$ cat src/rtl/tff_count_ctrl.sv
// Controller for a WIDTH-bit toggle-flip-flop bank counting 0..term, up or down, with pause/resume and oneshot.
// t_en and tc are combinational from the step that causes them; state, count and status flags are registered.
module tff_count_ctrl #(
    parameter int WIDTH = 8
) (
    input  logic             clk,
    input  logic             clr,
    input  logic             cfg_valid,
    output logic             cfg_ready,
    input  logic [WIDTH-1:0] mod_val,
    input  logic             oneshot,
    input  logic             start,
    input  logic             stop,
    input  logic             step,
    input  logic             dir,
    output logic [WIDTH-1:0] t_en,
    output logic [WIDTH-1:0] count,
    output logic             tc,
    output logic             busy,
    output logic             done
);

    typedef enum logic [1:0] {IDLE, RUN, PAUSE, DONE} state_t;

    localparam logic [WIDTH-1:0] ONE = {{(WIDTH-1){1'b0}}, 1'b1};

    state_t           state_q, state_d;
    logic [WIDTH-1:0] count_q, count_d;
    logic [WIDTH-1:0] term_q, term_d;
    logic [WIDTH-1:0] count_nxt;
    logic             oneshot_q, oneshot_d;
    logic             busy_q, busy_d;
    logic             done_q, done_d;
    logic             rdy_q, rdy_d;
    logic             adv;
    logic             wrap;

    always_comb begin
        term_d = term_q;
        if (cfg_valid && rdy_q) begin
            term_d = (mod_val == '0) ? '1 : mod_val;
        end

        // A stop in the same cycle as a step pauses without advancing.
        adv  = (state_q == RUN) && step && !stop;
        wrap = dir ? (count_q == '0) : (count_q == term_q);
        if (dir) begin
            count_nxt = wrap ? term_q : count_q - ONE;
        end else begin
            count_nxt = wrap ? '0 : count_q + ONE;
        end

        state_d   = state_q;
        count_d   = count_q;
        oneshot_d = oneshot_q;
        case (state_q)
            IDLE, DONE: begin
                if (start) begin
                    state_d   = RUN;
                    count_d   = dir ? term_d : '0;
                    oneshot_d = oneshot;
                end
            end
            RUN: begin
                if (stop) begin
                    state_d = PAUSE;
                end else if (step) begin
                    count_d = count_nxt;
                    if (wrap && oneshot_q) begin
                        state_d = DONE;
                    end
                end
            end
            PAUSE: begin
                if (!stop && start) begin
                    state_d = RUN;
                end
            end
            default: state_d = IDLE;
        endcase

        busy_d = (state_d == RUN) || (state_d == PAUSE);
        done_d = (state_d == DONE);
        rdy_d  = (state_d == IDLE) || (state_d == DONE);
    end

    always_ff @(posedge clk) begin
        if (clr) begin
            state_q   <= IDLE;
            count_q   <= '0;
            term_q    <= '1;
            oneshot_q <= 1'b0;
            busy_q    <= 1'b0;
            done_q    <= 1'b0;
            rdy_q     <= 1'b1;
        end else begin
            state_q   <= state_d;
            count_q   <= count_d;
            term_q    <= term_d;
            oneshot_q <= oneshot_d;
            busy_q    <= busy_d;
            done_q    <= done_d;
            rdy_q     <= rdy_d;
        end
    end

    // clr masks the status outputs immediately rather than one edge later.
    assign t_en      = (adv && !clr) ? (count_q ^ count_nxt) : '0;
    assign tc        = adv && wrap && !clr;
    assign count     = count_q;
    assign busy      = busy_q && !clr;
    assign done      = done_q && !clr;
    assign cfg_ready = rdy_q || clr;

endmodule

$ cat config.mk
export PLATFORM = sky130hd
export DESIGN_NAME = tff_count_ctrl
export DESIGN_NICKNAME = d
export VERILOG_FILES = /design/src/rtl/tff_count_ctrl.sv
export SDC_FILE = /design/constraint.sdc
export NUM_CORES = 1
export LEC_CHECK = 0
export CAP_MARGIN = 10
export CORE_MARGIN = 3
export CORE_UTILIZATION = 57
export CTS_CLUSTER_DIAMETER = 200
export DETAILED_ROUTE_END_ITERATION = 7
export PLACE_DENSITY_LB_ADDON = 0.05
export SYNTH_ARGS = -nofsm -noshare
export SYNTH_HDL_FRONTEND = slang
export SYNTH_SLANG_ARGS = --single-unit
export TNS_END_PERCENT = 50
$ cat constraint.sdc
create_clock -name clk -period 6.55 [get_ports clk]
set_clock_uncertainty 0.15 [all_clocks]
set_input_delay 0.655 -clock clk [delete_from_list [all_inputs] [get_ports clk]]
set_output_delay 0.655 -clock clk [all_outputs]
set_load 0.005 [all_outputs]
Word-level counts from Yosys, hierarchy flattened
Index checks and enable logic that the tools add are counted.
{"block": "op_classes", "addsub": 2, "multipliers": 0, "div_mod_pow": 0, "n_lt_le_gt_ge": 0, "n_eq_ne": 10, "shifts": 0, "mux": 18, "bitwise": 1, "reduce_logical": 23}
{"operator": "8-bit 2-to-1 mux", "n": 10}
{"operator": "8-bit zero test", "n": 2}
{"operator": "8-bit one-hot mux with 2 select lines", "n": 1}
{"operator": "1-bit logical AND", "n": 10}
{"operator": "2-bit 2-to-1 mux", "n": 5}
{"operator": "8-bit by 1-bit adder with 8-bit output, second input constant", "n": 1}
{"operator": "2-bit == test, second input constant", "n": 4}
{"operator": "8-bit == test", "n": 1}
{"operator": "8-bit by 1-bit subtractor with 8-bit output, second input constant", "n": 1}
{"operator": "8-bit bitwise XOR", "n": 1}
{"operator": "2-bit inequality test, second input constant", "n": 3}
{"operator": "2-bit one-hot mux with 3 select lines", "n": 1}
{"operator": "2-bit by 1-bit == test with 1-bit output, second input constant", "n": 2}
{"operator": "2-bit zero test", "n": 2}
{"operator": "4-bit AND reduction", "n": 1}
{"operator": "1-bit logical OR", "n": 3}
{"operator": "1-bit zero test", "n": 2}
{"operator": "2-bit AND reduction", "n": 1}
{"operator": "2-bit nonzero test", "n": 1}
{"operator": "2-bit OR reduction", "n": 1}
{"operator": "1-bit 2-to-1 mux", "n": 1}
{"block": "word_totals", "regBits": 22, "latch_bits": 0, "mem_bits_rw": 0, "rom_bits": 0, "input_bits": 16, "out_inout_bits": 20, "elab_cells": 61, "memories": 0}

Logic depth before layout (Yosys ltp)
Gate-level depths: netlist of the first run.
{"block": "depth", "depth_word": 9, "depth_mapped": 10, "ltp_nobuf": 9}

Least setup slack after synthesis of the first run
No wires, ideal clock.
{"block": "synth_timing", "path_kind": "register to output", "start": "register count_q[0], in the netlist count[0]", "end": "output port t_en[7]", "arrival_ns": 2.114, "path_slack_ns": 3.631, "stages_incl_launch_ff": 9, "n_path_buf": 1, "cell_sequence": "dfxtp_1 > clkbuf_1 > inv_1 > ha_1 > or3_1 > a2111oi_2 > o21ai_1 > a21o_1 > a21oi_1"}
{"block": "synth_via", "elab_chain_cells": 6, "word_cells_on_any_way": 10, "cone_classes": "2 x add/sub; 1 x eq/ne; 5 x mux; 1 x bitwise; 1 x reduce/logical"}
{"item": "start: declaration", "line": "28", "text": "logic [WIDTH-1:0] count_q, count_d;"}
{"item": "start signal: assignment", "line": "98", "text": "count_q <= count_d;"}
{"item": "branches (longest 3 deep; another with 8-bit by 1-bit adder with 8-bit output)"}
{"item": "8-bit 2-to-1 mux (*)", "line": "47", "text": "if (dir) begin"}
{"item": "8-bit bitwise XOR (*)", "line": "108", "text": "assign t_en = (adv && !clr) ? (count_q ^ count_nxt) : '0;"}
{"item": "8-bit 2-to-1 mux (*)", "line": "108"}
{"item": "end: declaration", "line": "16", "text": "output logic [WIDTH-1:0] t_en,"}
Mark *: on every way between the ends.

Worst setup path after layout of the first run
{"block": "layout_timing", "start": "input port dir", "end": "output port t_en[1]"}
{"block": "layout_via", "elab_chain_cells": 5, "word_cells_on_any_way": 6, "cone_classes": "5 x mux; 1 x bitwise"}
{"item": "start: declaration", "line": "15", "text": "input logic dir,"}
{"item": "1-bit 2-to-1 mux", "line": "46", "text": "wrap = dir ? (count_q == '0) : (count_q == term_q);"}
{"item": "8-bit 2-to-1 mux (on tied branches)", "line": "50, 48"}
{"item": "8-bit 2-to-1 mux (*)", "line": "47"}
{"item": "8-bit bitwise XOR (*)", "line": "108"}
{"item": "8-bit 2-to-1 mux (*)", "line": "108"}
Mark *: on every way between the ends. The rest lies on a longest branch, timed or not.

==> impl_metrics.json, run 1 <==
{
  "status": "completed",
  "viasPerCell": 6.57,
  "cp-end-kind": "primary output",
  "wl_per_cell_um": 16.4,
  "numCtsBuffers": 3,
  "slew_headroom_pct": 42.3,
  "cp_top_family": "buffers and inverters",
  "fill_cells": 283,
  "die_area_mm2": 0.00416,
  "clockBufferDepth": 2,
  "power_density_mw_per_mm2": 271,
  "globalRouteMet2Util_pct": 41.2,
  "cp_slowest_cell": "clkdlybuf4s50_1",
  "final_nets": 299,
  "yosys_warnings": 0,
  "yosysTopAreaCell": "dfxtp_1",
  "grt-busiest-layer": "met2",
  "ys_top_cells_by_area": "dfxtp_1 (23%), xnor2_1 (5.4%), nand2b_1 (4.8%), a21oi_1 (4.6%), ha_1 (3.8%)",
  "drive_gt1_share_pct": 5.80,
  "syn_inst": 258,
  "core_area_mm2": 0.00315,
  "cts_setup_buffers": 0,
  "synth_top_family_by_area": "compound AO/OA/AOI/OAI gates",
  "dp.final_hpwl_mm": 3.79,
  "antenna_left": 0,
  "crit_top_cell": "clkdlybuf4s50_1",
  "dieWidth_um": 64.5,
  "cts_tree": "yes",
  "synth.ff_latch_count": 22,
  "cts_sinks": 22,
  "ios": 36,
  "synthSimpleGateAreaFrac_pct": 29.1,
  "synth_cell_type_count": 58,
  "synth_edf_count": 0,
  "hold_viol_final": 0,
  "min_period_ns": 4.39,
  "start_util_pct": 61.9,
  "io_buffers": 35,
  "synth_xor_area_share_pct": 6.73,
  "post-route-drc-count": 0,
  "clk_pin_slew_ns": 0.13,
  "crit_arrival_ns": 3.58,
  "ir_drop_mv": 0.152,
  "synth_mux_area_share_pct": 0,
  "core.rowCount": 20,
  "synth_top_area_share_pct": 22.5,
  "worst_pin_slew_ns": 0.859,
  "grt_overflow": 0,
  "grt_pass1_wl_mm": 8.52,
  "drt_iter0_drc": 215,
  "grtUsageTotal_pct": 25.5,
  "pre_cts_slack_ns": 2.20,
  "fin_crit_sh_pct": 67.0,
  "routed_wl_mm": 5.25,
  "crit_required_ns": 5.74,
  "place_area_mm2": 0.00226,
  "cpPeakStageDelay_ns": 1.01,
  "vias": 2101,
  "synth_compound_area_share_pct": 30.6,
  "synth_flop_cell": "dfxtp_1",
  "syn_avg_cell_area_um2": 7.57,
  "grt_use_met3_pct": 3.29,
  "cts-resized-gates": 0,
  "leakagePower_nw": 0.824,
  "critPathLaunchType": "input port",
  "clock.fmax_mhz": 228,
  "crit_chain": "clkdlybuf4s50_1, nor4bb_1, nand2_1, o211a_1, or3_1, a21oi_1, clkdlybuf4s50_1",
  "utilization_pct": 73.0,
  "synthToLayoutAreaGrowth_pct": 17.8,
  "seq_area_frac_synth_pct": 22.5,
  "cts-root-buf": "clkbuf_4",
  "synth_adder_area_share_pct": 3.84,
  "grt_start_max_net_pins": 27,
  "drv_slew": 0,
  "setup_violations": 0,
  "drt_first_pass_iters": 7,
  "cap_violations": 0,
  "crit_type": "in -> out",
  "power_w": 0.000623,
  "syn_nets": 280,
  "rsz0062_at_grt": "no",
  "hold_buffers": 0,
  "fin_setup_tns_ns": 0,
  "worstPathMaxFanout": 26,
  "async_flop_share_pct": 0,
  "grt_util_met1_pct": 35.1,
  "clkLatencyLatePin_ns": 0.31,
  "fin_area_mm2": 0.00230,
  "antenna_cells": 0,
  "netlist_area_mm2": 0.00195,
  "gp_congestion": 0.874,
  "setup_ws_ns": 2.16,
  "antenna_found_initial": 0,
  "grt_pass1_vias": 1727,
  "cts_max_level": 1,
  "die_h_um": 64.5,
  "crit_buf_inv": 2,
  "min_path_type": "reg -> reg"
}
cell families after synthesis:
kind of cell             after synthesis
flip-flops                            22
XOR/XNOR                              15
adder cells (fa/ha/maj)                6
buffers and inverters                 32
AO/OA/AOI/OAI                         85
AND/OR/NAND/NOR                       98
tightest hold or removal path, stage by stage, from the launching register on:
cell     delay, ns
dfxtp_1       0.34
nand2_1       0.05
a21oi_1       0.05
state kept, by name, indices dropped and copies added, names as in the netlist:
signal and cells:
count 8, term_q 8, state_q 2, busy_q 1, done_q 1, oneshot_q 1, rdy_q 1
cells in the final DEF, fill, tap and decap left out, types with 2 or more instances in the layout:
cell type / n
or3_1: 6
a22oi_1: 4
nor2b_1: 4
xor2_1: 3
or2_2: 4
nand2b_1: 15
o211a_1: 2
clkdlybuf4s50_1: 35
clkbuf_4: 3
nor4_1: 2
o211ai_1: 4
xnor2_1: 12
a211oi_1: 3
a21oi_1: 18
ha_1: 6
and3_1: 6
dfxtp_1: 22
o2111ai_1: 2
nand3b_1: 4
o31ai_1: 2
inv_1: 10
nor3_1: 6
nor3b_1: 2
a31oi_1: 11
o21ai_1: 2
nand3_1: 10
and4_1: 2
o21ai_0: 8
nand4_1: 3
or4b_2: 2
nand2_1: 8
a22o_1: 2
a311oi_1: 6
o22ai_1: 6
nor2_1: 18
metrics by stage:
stage	std cells	hold slack (ns)
after floorplan	258	0.287
after global placement	316	0.300
after detailed placement	316	0.306
after CTS	320	0.323
after global routing	320	0.355
final	320	0.326
area by class of cell:
cell class	instances	area, um2	area share [%]
well taps	44	55.1	2.39
repair buffers	36	358	15.6
clock buffers	4	36.3	1.58
flip-flops and latches	22	440	19.1
multi-input cells	204	1370	59.7
inverters	10	37.5	1.63
worst paths after layout:
kind                                 from         to  slack, ns  depth (start not counted)
worst max-delay path                  dir    t_en[1]       2.16                          7
worst min-delay path            oneshot_q  oneshot_q       0.33                          2
worst max register to register   count[4]     busy_q       3.46                          8
worst min register to register  oneshot_q  oneshot_q       0.33                          2
where the power goes:
group,switching [W],leakage (nW),total [W],internal [W]
Sequential,0.0000589,0.181,0.000216,0.000157
Clock,0.0000431,0.0210,0.0000771,0.0000340
Combinational,0.000171,0.622,0.000330,0.000159
synth_stat cells, types with 4 or more instances:
library cell   n
nand3b_1       4
clkbuf_1      16
a21oi_1       18
o211ai_1       4
dfxtp_1       22
nor3_1         6
nor2b_1        4
a311oi_1       6
or3_1          6
xnor2_1       12
or2_2          4
nand2_1        8
and3_1         6
o21ai_0        8
inv_1         10
a22oi_1        4
nor2_1        18
a31oi_1       11
ha_1           6
o22ai_1        6
nand3_1       10
nand2b_1      15
per-layer routing:
layer | wire, um | share of wire (%)
met3 | 450 | 8.6
met2 | 2430 | 46
met4 | 53 | 1.0
met1 | 2320 | 44
met5 | 0 | 0
No activity file was read; power rests on OpenSTA's default activity.
==> run 2, diff against run 1 <==
--- a/config.mk
+++ b/config.mk
@@ -7,7 +7,7 @@
 export LEC_CHECK = 0
 export CAP_MARGIN = 10
 export CORE_MARGIN = 3
-export CORE_UTILIZATION = 57
+export CORE_UTILIZATION = 48
 export CTS_CLUSTER_DIAMETER = 200
 export DETAILED_ROUTE_END_ITERATION = 7
 export PLACE_DENSITY_LB_ADDON = 0.05
==> constraint.sdc (replaced) <==
create_clock -name clk -period 4 [get_ports clk]
set_clock_uncertainty 0.15 [all_clocks]
set_input_delay 0.4 -clock clk [delete_from_list [all_inputs] [get_ports clk]]
set_output_delay 0.4 -clock clk [all_outputs]
set_load 0.005 [all_outputs]
==> run 2 against run 1 <==
Effect of this change:
- sequential share of layout area fell by 0.44 points
- critical path depth rose by 1
- clock power grew 110%
- non-clock buffer count is 4 higher
- register-to-register slack worse by 2.4 ns
- cell count up 2.5%
- combinational power grew 69%
- largest cell class unchanged
==> impl_metrics.json, run 2 (same netlist as run 1, synthesis figures left out) <==
{
  "status": "completed",
  "crit_required_ns": 3.45,
  "core_area_mm2": 0.00380,
  "wl_per_cell_um": 16.9,
  "viasPerCell": 6.37,
  "final_nets": 303,
  "power_frac_clock_pct": 15.2,
  "drv_slew": 0,
  "ios": 36,
  "core.rowCount": 22,
  "ir_drop_mv": 0.352,
  "antenna_left": 0,
  "p_int_w": 0.000614,
  "io_buffers": 35,
  "slew_headroom_pct": 50.2,
  "die_h_um": 69.8,
  "cts_tree": "yes",
  "synthToLayoutAreaGrowth_pct": 20.6,
  "final_cell_mix": "clkdlybuf4s50_1 (35), dfxtp_1 (22), nor2_1 (18), a21oi_1 (18), nand2b_1 (15)",
  "min_period_ns": 3.57,
  "vias": 2088,
  "dieWidth_um": 69.8,
  "setup_violations": 0,
  "cts_setup_buffers": 0,
  "clk_pin_slew_ns": 0.08,
  "fin_crit_sh_pct": 89.2,
  "rrSetupSlack_ns": 1.05,
  "drt_first_pass_iters": 4,
  "cap_violations": 0,
  "hold_buffers": 0,
  "worstPathMaxFanout": 14,
  "routed_wl_mm": 5.53,
  "critPathLaunchType": "register",
  "fin_setup_tns_ns": 0,
  "grt_overflow": 0,
  "cts-root-buf": "clkbuf_8",
  "seqPwrFrac_pct": 32.8,
  "p_sw_share_pct": 42.7,
  "numCtsBuffers": 3,
  "clockBufferDepth": 2,
  "dp.final_hpwl_mm": 4.01,
  "start_util_pct": 51.4,
  "post-route-drc-count": 0,
  "cp-end-kind": "primary output",
  "leakagePower_nw": 0.851,
  "switching_power_w": 0.000458,
  "worst_pin_slew_ns": 0.746,
  "gp_congestion": 0.891,
  "power_density_mw_per_mm2": 455,
  "crit_type": "reg -> out",
  "rsz0062_at_grt": "no",
  "antenna_cells": 0,
  "min_path_type": "reg -> reg",
  "pwr-share-comb_pct": 52.0,
  "cts_max_level": 1,
  "hold_viol_final": 0,
  "die_area_mm2": 0.00487,
  "drt_iter0_drc": 197,
  "final_common_cell": "clkdlybuf4s50_1",
  "cts-resized-gates": 0,
  "grt_pass1_wl_mm": 9.23,
  "clock.fmax_mhz": 280,
  "setup_ws_ns": 0.432,
  "drive_gt1_share_pct": 7.14,
  "antenna_found_initial": 0,
  "pre_cts_slack_ns": 0.677,
  "grt_pass1_vias": 1894,
  "clkLatencyLatePin_ns": 0.26,
  "cts_sinks": 22,
  "grtUsageTotal_pct": 22.7,
  "crit_arrival_ns": 3.02,
  "grt_start_max_net_pins": 26
}
==> run 2: changes by cell type in the layout (fill, tap and decap cells not counted), sizes merged <==
cell / change
buf: +4
==> run 2: layout make-up <==
| cell class | instances | area [um2] |
|---|---|---|
| clock buffer | 4 | 55.1 |
| timing repair buffer | 40 | 388 |
| inverter | 10 | 37.5 |
| multi-input combinational | 204 | 1370 |
| sequential | 22 | 440 |
| fill | 366 | 1440 |
| tap | 48 | 60.1 |
==> run 2: worst paths after layout <==
| check | startpoint | end | cells after the start |
|---|---|---|---|
| worst max-delay path | count[0] | t_en[7] | 8 |
| worst min-delay path | oneshot_q | oneshot_q | 2 |
| worst min register to register | oneshot_q | oneshot_q | 2 |
| worst max register to register | count[3] | busy_q | 8 |
==> run 2: critical path, stage by stage (launching register included) <==
cell,delay (ns)
dfxtp_1,0.64
inv_1,0.18
ha_1,0.29
or3_1,0.34
a2111oi_2,0.36
o21ai_1,0.14
a21o_1,0.17
a21oi_1,0.13
clkdlybuf4s50_1,0.51
==> run 2: power groups by stage <==
| stage | clock network, W | registers [W] | logic [W] |
|---|---|---|---|
| floorplan | 0 | 0.000293 | 0.000459 |
| global placement | 0 | 0.000351 | 0.000548 |
| detailed placement | 0 | 0.000353 | 0.000552 |
| CTS | 0.000163 | 0.000348 | 0.000556 |
| global route | 0.000170 | 0.000359 | 0.000624 |
| finish | 0.000163 | 0.000351 | 0.000557 |
==> run 2: through the flow <==
stage,util [%],power (W),area (um2),std cells,hold WS [ns]
after detailed placement,60.5,0.000905,2300,324,0.304
after CTS,62.0,0.00107,2350,328,0.316
after floorplan,-,0.000752,1950,258,0.287
after global placement,60.5,0.000899,2300,324,0.300
after global routing,62.0,0.00115,2350,328,0.345
final,62.0,0.00107,2350,328,0.316
==> run 2: layer usage <==
layer  routed length (um)  GRT usage, %  up-vias
li1                     -             -     1024
met1                 2610          32.7      960
met2                 2360          32.5       85
met3                  375          3.48       19
met4                  188          10.6        0
met5                    0             0        -
==> run 3, diff against run 2 <==
--- a/config.mk
+++ b/config.mk
@@ -10,6 +10,7 @@
 export CORE_UTILIZATION = 48
 export CTS_CLUSTER_DIAMETER = 200
 export DETAILED_ROUTE_END_ITERATION = 7
+export GPL_ROUTABILITY_DRIVEN = 0
 export PLACE_DENSITY_LB_ADDON = 0.05
 export SYNTH_ARGS = -nofsm -noshare
 export SYNTH_HDL_FRONTEND = slang
==> run 3 against run 2 <==
Effect of this change:
- die area did not move
- count of clock-buffer cells in the layout decreased by 1
- critical path depth stayed put
- register-to-register slack got worse by 0.05 ns
- worst setup slack better by 0.023 ns
- largest cell class unchanged
- first-iteration DRC count grew 5.6%
- largest power group unchanged
- flip-flop and latch count did not move
==> impl_metrics.json, run 3 (same netlist as run 1, synthesis figures left out) <==
{
  "viasPerCell": 6.41,
  "core.rowCount": 22,
  "dp.final_hpwl_mm": 3.95,
  "whs_ns": 0.319,
  "grt_pass1_vias": 1887,
  "crit_required_ns": 3.45,
  "ir_drop_mv": 0.194,
  "crit_chain": "inv_1, ha_1, nor4bb_1, nand2_1, o211a_1, or3_1, a21oi_1, clkdlybuf4s50_1",
  "antenna_cells": 0,
  "cts_sinks": 22,
  "antenna_found_initial": 0,
  "clkLatencyLatePin_ns": 0.26,
  "cts_tree": "yes",
  "drt_first_pass_iters": 5,
  "dieWidth_um": 69.8,
  "min_path_type": "reg -> reg",
  "power_density_mw_per_mm2": 446,
  "cp_slowest_cell": "clkdlybuf4s50_1",
  "grt_start_max_net_pins": 26,
  "fin_setup_tns_ns": 0,
  "grt_overflow": 0,
  "cap_violations": 0,
  "die_h_um": 69.8,
  "status": "completed",
  "core_area_mm2": 0.00380,
  "cts-root-buf": "clkbuf_8",
  "die_area_mm2": 0.00487,
  "worstReg2RegEnd": "busy_q",
  "io_buffers": 35,
  "reg2regPathDepth": 8,
  "hold_buffers": 0,
  "fin_crit_sh_pct": 88.6,
  "wl_per_cell_um": 16.8,
  "worstPathMaxFanout": 13,
  "ios": 36,
  "vias": 2091,
  "r2r-start": "count[3]",
  "cts_max_level": 1,
  "critPathLaunchType": "register",
  "min_period_ns": 3.55,
  "final_nets": 302,
  "cpPeakStageDelay_ns": 0.51,
  "synthToLayoutAreaGrowth_pct": 19.5,
  "grtUsageTotal_pct": 22.4,
  "crit_type": "reg -> out",
  "slew_headroom_pct": 47.8,
  "crit_arrival_ns": 3.00,
  "cts_setup_buffers": 0,
  "cp-end-kind": "primary output",
  "grt_pass1_wl_mm": 9.26,
  "clockBufferDepth": 2,
  "clk_pin_slew_ns": 0.08,
  "start_util_pct": 51.4,
  "crit_start": "count[1]",
  "final_cell_mix": "clkdlybuf4s50_1 (35), dfxtp_1 (22), nor2_1 (18), a21oi_1 (18), nand2b_1 (15)",
  "drt_iter0_drc": 208,
  "rrSetupSlack_ns": 1.00,
  "cts-resized-gates": 0,
  "clock.fmax_mhz": 282,
  "routed_wl_mm": 5.48,
  "numCtsBuffers": 3,
  "endpoint": "t_en[1]",
  "rsz0062_at_grt": "no",
  "drive_gt1_share_pct": 6.47,
  "final_common_cell": "clkdlybuf4s50_1",
  "leakagePower_nw": 0.840,
  "hold_viol_final": 0,
  "post-route-drc-count": 0,
  "drv_slew": 0,
  "worst_pin_slew_ns": 0.777,
  "setup_violations": 0,
  "antenna_left": 0
}
## run 3: cell types whose count changed in the layout (fill, tap and decap cells not counted)
| cell | before | now |
|---|---|---|
| clkbuf_8 | 4 | 3 |
| buf_4 | 5 | 4 |
## run 3: routing by layer
layer / track usage (%) / share of wire, %
met4: 7.02 / 1.7
met2: 32.8 / 44
met3: 2.61 / 6.4
met1: 33.8 / 47
met5: 0 / 0
## run 3: layout make-up
class / instances / area [um2]
fillers: 347 / 1470
flip-flops and latches: 22 / 440
inverters: 10 / 37.5
repair buffers: 39 / 380
clock buffers: 3 / 41.3
multi-input cells: 204 / 1370
well taps: 48 / 60.1
## run 3: per-stage QoR
step           std cells  instance area (um2)  total power [W]  setup WS, ns  utilization (%)
3_5_place_dp         323                 2290         0.000894         0.703             60.3
3_3_place_gp         323                 2290         0.000894         0.697             60.3
6_report             326                 2330          0.00104         0.455             61.4
2_1_floorplan        258                 1950         0.000752          1.34                -
5_1_grt              326                 2330          0.00112         0.263             61.4
4_1_cts              326                 2330          0.00103         0.494             61.4
## run 3: critical path, delay by kind of cell (launching register included)
kind / cells / cell delay, ns
and+or+nand+nor: 3 / 0.92
buffers and inverters: 2 / 0.70
DFF: 1 / 0.46
AOI/OAI and AO/OA: 2 / 0.42
adders and majority gates: 1 / 0.24
## run 3: how the worst min path moves through the flow
stage	start	cells past startpoint	slack, ns	end
detailed placement	oneshot_q	2	0.31	oneshot_q
floorplan	oneshot_q	2	0.29	oneshot_q
CTS	oneshot_q	2	0.32	oneshot_q
finish	oneshot_q	2	0.32	oneshot_q
global placement	oneshot_q	2	0.30	oneshot_q
global route	oneshot_q	2	0.33	oneshot_q
## run 3: power breakdown
part           leakage, nW  switching, W  internal [W]
sequential           0.181     0.0000940      0.000257
clock               0.0216     0.0000707     0.0000673
combinational        0.637      0.000289      0.000263
total                0.840      0.000454      0.000587
